$ cat src/rtl/alu_pkg.sv
// alu_pkg: op codes shared with the ALU decoder and muldiv sequencer state encoding
package alu_pkg;
  localparam logic [4:0] OP_MUL    = 5'b01010;
  localparam logic [4:0] OP_MULH   = 5'b01011;
  localparam logic [4:0] OP_MULHSU = 5'b01100;
  localparam logic [4:0] OP_MULHU  = 5'b01101;
  localparam logic [4:0] OP_DIV    = 5'b01110;
  localparam logic [4:0] OP_DIVU   = 5'b01111;
  localparam logic [4:0] OP_REM    = 5'b10000;
  localparam logic [4:0] OP_REMU   = 5'b10001;
  typedef enum logic [1:0] {ST_IDLE, ST_CALC, ST_DONE} state_t;
endpackage

$ cat src/rtl/muldiv_iter.sv
// muldiv_iter: one combinational shift-add (multiply) or restoring shift-subtract (divide) step
// Ports: part = {hi, lo} partial product / {remainder, dividend}; opnd = multiplicand / divisor;
//        div selects divide; part_nxt = next partial value (divide: quotient bit slot left 0); q = quotient bit
module muldiv_iter #(
  parameter int NB_DATA = 32
) (
  input  logic [2*NB_DATA-1:0] part,
  input  logic [NB_DATA-1:0]   opnd,
  input  logic                 div,
  output logic [2*NB_DATA-1:0] part_nxt,
  output logic                 q
);
  logic [NB_DATA:0] sum, shr, dif;
  always_comb begin
    sum = {1'b0, part[2*NB_DATA-1:NB_DATA]} + (part[0] ? {1'b0, opnd} : '0);
    shr = part[2*NB_DATA-1:NB_DATA-1];
    dif = shr - {1'b0, opnd};
    q = div & ~dif[NB_DATA];
    part_nxt = div ? {q ? dif[NB_DATA-1:0] : shr[NB_DATA-1:0], part[NB_DATA-2:0], 1'b0}
                   : {sum, part[NB_DATA-1:1]};
  end
endmodule

$ cat src/rtl/muldiv_sequencer.sv
// muldiv_sequencer: multi-cycle RV32M multiply/divide unit with valid/ready request and result handshakes
// Ports: i_valid/o_ready request, i_alu_op/i_data1/i_data2 operands, i_flush abort,
//        o_valid/i_ready result, o_result value, o_busy stall. Macro MULDIV_FAST_MUL_EN: single-cycle multiply.
module muldiv_sequencer
  import alu_pkg::*;
#(
  parameter int NB_DATA = 32,
  parameter int NB_CTRL = 5
) (
  input  logic               i_clk,
  input  logic               i_rst_n,
  input  logic               i_valid,
  output logic               o_ready,
  input  logic [NB_CTRL-1:0] i_alu_op,
  input  logic [NB_DATA-1:0] i_data1,
  input  logic [NB_DATA-1:0] i_data2,
  input  logic               i_flush,
  output logic               o_valid,
  input  logic               i_ready,
  output logic [NB_DATA-1:0] o_result,
  output logic               o_busy
);
  localparam int NB_CNT = $clog2(NB_DATA) + 1;
  state_t               state;
  logic [NB_CTRL-1:0]   op;
  logic [2*NB_DATA-1:0] part, part_nxt, part_step;
  logic [NB_DATA-1:0]   opnd, mag_a, mag_b, spec_res;
  logic [NB_CNT-1:0]    cnt;
  logic                 neg_q, neg_r, q_bit, a_neg, b_neg, is_mul_in, is_div_in, dz, ovf, special;
  // Result fix-up: p holds the unsigned product, or {remainder, quotient}; neg_q also carries the product sign
  function automatic logic [NB_DATA-1:0] fix(input logic [NB_CTRL-1:0] f, input logic [2*NB_DATA-1:0] p,
                                             input logic nq, input logic nr);
    logic [2*NB_DATA-1:0] sp;
    logic [NB_DATA-1:0]   r;
    sp = nq ? -p : p;
    r  = nr ? -p[2*NB_DATA-1:NB_DATA] : p[2*NB_DATA-1:NB_DATA];
    return (f == OP_MUL || f == OP_DIV || f == OP_DIVU) ? sp[NB_DATA-1:0]
         : (f inside {OP_MULH, OP_MULHSU, OP_MULHU}) ? sp[2*NB_DATA-1:NB_DATA] : r;
  endfunction
  always_comb begin
    is_mul_in = i_alu_op inside {OP_MUL, OP_MULH, OP_MULHSU, OP_MULHU};
    is_div_in = i_alu_op inside {OP_DIV, OP_DIVU, OP_REM, OP_REMU};
    a_neg = (i_alu_op inside {OP_MULH, OP_MULHSU, OP_DIV, OP_REM}) & i_data1[NB_DATA-1];
    b_neg = (i_alu_op inside {OP_MULH, OP_DIV, OP_REM}) & i_data2[NB_DATA-1];
    mag_a = a_neg ? -i_data1 : i_data1;
    mag_b = b_neg ? -i_data2 : i_data2;
    dz  = is_div_in && i_data2 == '0;
    ovf = (i_alu_op == OP_DIV || i_alu_op == OP_REM) && i_data1 == {1'b1, {(NB_DATA-1){1'b0}}} && &i_data2;
    spec_res = dz ? ((i_alu_op == OP_DIV || i_alu_op == OP_DIVU) ? '1 : i_data1)
             : (ovf && i_alu_op == OP_DIV) ? i_data1 : '0;
    special = dz | ovf | ~(is_mul_in | is_div_in);
    part_step = part_nxt | {{(2*NB_DATA-1){1'b0}}, q_bit};
  end
  muldiv_iter #(.NB_DATA(NB_DATA)) u_iter (
    .part     (part),
    .opnd     (opnd),
    .div      (op inside {OP_DIV, OP_DIVU, OP_REM, OP_REMU}),
    .part_nxt (part_nxt),
    .q        (q_bit)
  );
  assign o_ready = state == ST_IDLE;
  assign o_busy  = state != ST_IDLE;
  always_ff @(posedge i_clk or negedge i_rst_n)
    if (!i_rst_n) begin
      state    <= ST_IDLE;
      op       <= '0;
      part     <= '0;
      opnd     <= '0;
      neg_q    <= 1'b0;
      neg_r    <= 1'b0;
      cnt      <= '0;
      o_valid  <= 1'b0;
      o_result <= '0;
    end else if (i_flush) begin
      state   <= ST_IDLE;
      o_valid <= 1'b0;
    end else
      case (state)
        ST_IDLE: if (i_valid) begin
          op    <= i_alu_op;
          part  <= {{NB_DATA{1'b0}}, mag_a};
          opnd  <= mag_b;
          neg_q <= a_neg ^ b_neg;
          neg_r <= a_neg;
          cnt   <= '0;
          if (special) begin
            state    <= ST_DONE;
            o_valid  <= 1'b1;
            o_result <= spec_res;
          end
`ifdef MULDIV_FAST_MUL_EN
          else if (is_mul_in) begin
            state    <= ST_DONE;
            o_valid  <= 1'b1;
            o_result <= fix(i_alu_op, {{NB_DATA{1'b0}}, mag_a} * {{NB_DATA{1'b0}}, mag_b}, a_neg ^ b_neg, a_neg);
          end
`endif
          else
            state <= ST_CALC;
        end
        ST_CALC: begin
          part <= part_step;
          cnt  <= cnt + 1'b1;
          if (cnt == NB_CNT'(NB_DATA - 1)) begin
            state    <= ST_DONE;
            o_valid  <= 1'b1;
            o_result <= fix(op, part_step, neg_q, neg_r);
          end
        end
        ST_DONE: if (i_ready) begin
          state   <= ST_IDLE;
          o_valid <= 1'b0;
        end
        default: state <= ST_IDLE;
      endcase
endmodule
$ cat config.mk
export PLATFORM = sky130hd
export DESIGN_NAME = muldiv_sequencer
export DESIGN_NICKNAME = d
export VERILOG_FILES = /design/src/rtl/alu_pkg.sv /design/src/rtl/muldiv_iter.sv /design/src/rtl/muldiv_sequencer.sv
export SDC_FILE = /design/constraint.sdc
export NUM_CORES = 1
export LEC_CHECK = 0
export ABC_AREA = 1
export CAP_MARGIN = 40
export CORE_MARGIN = 3
export CORE_UTILIZATION = 30
export CTS_CLUSTER_DIAMETER = 50
export CTS_CLUSTER_SIZE = 20
export DETAILED_ROUTE_END_ITERATION = 6
export PLACE_DENSITY = 0.44
export SYNTH_ARGS = -nofsm -noshare
export SYNTH_HDL_FRONTEND = slang
export SYNTH_SLANG_ARGS = --single-unit
$ cat constraint.sdc
create_clock -name i_clk -period 4.5 [get_ports i_clk]
set_input_delay 1.35 -clock i_clk [delete_from_list [all_inputs] [get_ports i_clk]]
set_output_delay 1.35 -clock i_clk [all_outputs]
set_load 0.005 [all_outputs]
==> results.md <==
- Status: completed
- Die Y-Extent: between 200 and 250 um
- Worst clock skew: around 0.036 ns
- Clock tree buffer depth: 2
- Synth cell types: 59
- Main synth FF type: dfrtp_1
- Final WL: between 70 and 80 mm
- Std-Cell Rows: 85
- Fmax: ~0.24 GHz
- Share of the synthesized area in the top cell type: 21.7%
- Hold_sp: o_result[23]
- Mean Syn Cell Area: ~6 um2
- Final std cells w/o fill: 3753
- Worst r2r dst: o_result[31]
- Largest area contributor in the netlist: dfrtp_1
- Crit share post-route: around 94%
- Compound-cell area share of the yosys netlist: around 16%
- Iter 0 DRT Violations: about 1700
- Worst path depth: 12
- Initial antenna violation count: 2
- Input/output buffers: approximately 110
- R2r worst-path depth: 28
- Die area: 58300 um2
- Synth area leaders: dfrtp_1, nand2_1, inv_1
- Worst path cell trace: clkdlybuf4s50_1, buf_4, nor3b_1, nand3_1, nor3_1, nand2_1, nor3_1, nand2_1, o31ai_1, o21ai_0, xnor2_1, o221ai_1
- Slew HR: between 40% and 50%
- Synth Net Count: approximately 3000
- Critical-path top delay cell: clkdlybuf4s50_1
- Worst path bufs/invs: 2
- Ports: 109
- Routed WL per cell: 21.2 um
- Gr ovfl total: 0
- Post-synthesis mux area share: 0%
- CTS tree: done
- Fraction of registers with async set/reset: 100%
- Nets: 3151
- Origin of the critical flop-to-flop path: opnd[22]
- Max Slew Vio Count: 0
- Post-Synth Simple-Gate Area: between 40% and 50%
- Critical path's top delay family: simple AND/OR/NAND/NOR gates
- Most numerous cell in the Yosys netlist: nand2_1
- CP peak stage delay: 0.58 ns
- Lkg Pwr: between 0.01 and 0.015 uW
- Initial core utilization: a little under a third
- Core footprint: approximately 54000 um2
- Setup tns final: 0 ns
- CTS Buf Count: 17
- Number of hold buffers added after cts: 0
- Post-synthesis xor/xnor area fraction: slightly below 4%
- Clock sink total: 144
- Setup Fix Bufs, Post-CTS: 0
- Most frequent cells after synthesis: nand2_1, inv_1, nor2_1
- Via count: between 15000 and 20000
- Vias in the first global route: approximately 19000
- H-Tree Depth: 4
- Post-Syn Area: approximately 17000 um2
- Reg2reg setup slack: 0.31 ns
- Worst-Skew Late Latency: 0.52 ns
- Hpwl dp: roughly 66 mm
- Share of layout cells above drive strength 1: 9.82%
- Post-synth EDFFs: 0
- WP data required: between 4 and 5 ns
- Placed insts: roughly 3700
- Vias/cell: 5.14
- Min-Delay Path Class: flip-flop to flip-flop
- Final setup viols: 0
- Largest net degree at the start of global routing: just over 60
- Die W: 241 um
- Post-layout min period: 4.21 ns
- Synth Area in Adders: ~5.7%
- Post-DRT Antenna Nets: 0
- GP Congestion: 0.961
- VDD IR max: approximately 0.00036 V
- Number of diodes: 0
- Total track usage: roughly 28%
- Power Density: between 700 and 800 nW/um2
- Clk slew on worst S/H paths: about 0.06 ns
- Syn-to-layout area delta: 20.0%
- Largest family of logic cells by synthesized area: simple AND/OR/NAND/NOR gates
- Critical Path AT: roughly 4.6 ns
- Crit-path max FO: 3
- Fill cells: between 6000 and 7000
- Startpoint types: input port
- Max Cap Violations: 0
- Fin util: a little under two fifths
- PostCTS Resize Cnt: 0
- First-pass GRT wire length: approximately 120 mm
- Worst slew pin tran: 0.816 ns
- Count of final hold-check violations: 0
- Post-route DRC: 0
- Root buffer cell: clkbuf_16
- Register bit count reported by yosys: roughly 140
- Crit. End Element: flip-flop
- First drt pass iteration count: 5
- Hold path endpoint: o_result[23]
- Setup CP Type: input port to flip-flop
- Synth Instances: around 2800
- Worst hold stages: 2
- Seq/Total Area, Yosys: 21.7%
- Syn. warnings: 0
[worst reg2reg max path: cells and delay by family (launching register included)]
kind            cells  cell delay (ns)
compound gates      2             0.49
fa+ha+maj           1             0.31
buf+inv             6             0.82
flops               1             0.52
simple gates       19             1.94
[worst max path at each step]
stage          startpoint            to  slack [ns]
2_1_floorplan    part[31]  o_result[30]        0.81
3_3_place_gp   i_data1[0]  o_result[15]       -0.18
3_5_place_dp   i_data1[0]  o_result[15]       -0.29
4_1_cts          opnd[31]  o_result[21]        0.17
5_1_grt          part[31]  o_result[28]      -0.002
6_report       i_data1[4]      part[29]        0.29
[layout make-up]
class / count / area, um2 / share of cell area (%)
flip-flops and latches: 144 / 3610 / 18.1
clock inverters: 13 / 190 / 0.953
multi-input cells: 2208 / 11200 / 56.0
well taps: 739 / 925 / 4.63
clock buffers: 18 / 429 / 2.15
repair buffers: 243 / 2170 / 10.9
inverters: 388 / 1460 / 7.30
[per-layer routing]
layer | up-vias | GRT usage, % | part of all wire, %
li1 | 9493 | - | -
met1 | 9092 | 38.0 | 47
met2 | 615 | 40.8 | 42
met3 | 78 | 9.04 | 8.8
met4 | 0 | 8.51 | 2.7
met5 | - | 0 | 0
[stage by stage]
step | setup WS [ns] | total power, uW | hold WS, ns | area, um2
after detailed placement | -0.294 | 12900 | 0.469 | 19300
after CTS | 0.173 | 14600 | 0.486 | 19900
after global routing | -0.00244 | 16100 | 0.500 | 20000
after global placement | -0.181 | 12900 | 0.465 | 19300
after floorplan | 0.813 | 8880 | 0.459 | 16600
final | 0.289 | 14800 | 0.482 | 20000
[cell families after synthesis]
group                    count (synthesis)
AND/OR/NAND/NOR                       1587
buffers and inverters                  478
AO/OA/AOI/OAI                          473
flip-flops                             144
adder cells (fa/ha/maj)                 75
XOR/XNOR                                73
[state kept, by name, indices dropped and copies added (netlist names)]
register and count:
cnt 6, neg_r 1, state 2, op 5, o_result 32, opnd 32
part 64, neg_q 1, o_valid 1
[where the power goes]
part           leakage (uW)  switching (uW)  total (uW)  internal (uW)
Sequential          0.00187             509        2270           1760
Combinational       0.00802            7470       10900           3440
Clock              0.000288             668        1590            923
[layout by cell type, fill, tap and decap left out, types with 5 or more instances in the layout]
master	count
a31oi_1	8
nand2_1	911
inv_2	14
dfrtp_2	8
clkdlybuf4s50_1	107
o21bai_1	10
clkbuf_16	17
o21ai_1	27
and3_1	5
buf_4	127
nor2_1	288
nand3_2	5
buf_12	5
inv_1	372
o221ai_1	23
o22ai_1	28
nand3b_1	15
o211ai_1	12
o21a_1	5
nand4_1	42
nand2_2	24
nor2_4	10
o21ai_0	165
ha_1	73
nor2_2	14
or2_2	11
a21oi_2	10
nor4_1	13
xnor2_1	24
o21ai_2	9
dfrtp_1	136
nor3_1	34
nand2_4	10
nand3_1	188
a21oi_1	156
xor2_1	49
No activity file was read; power rests on OpenSTA's default activity.
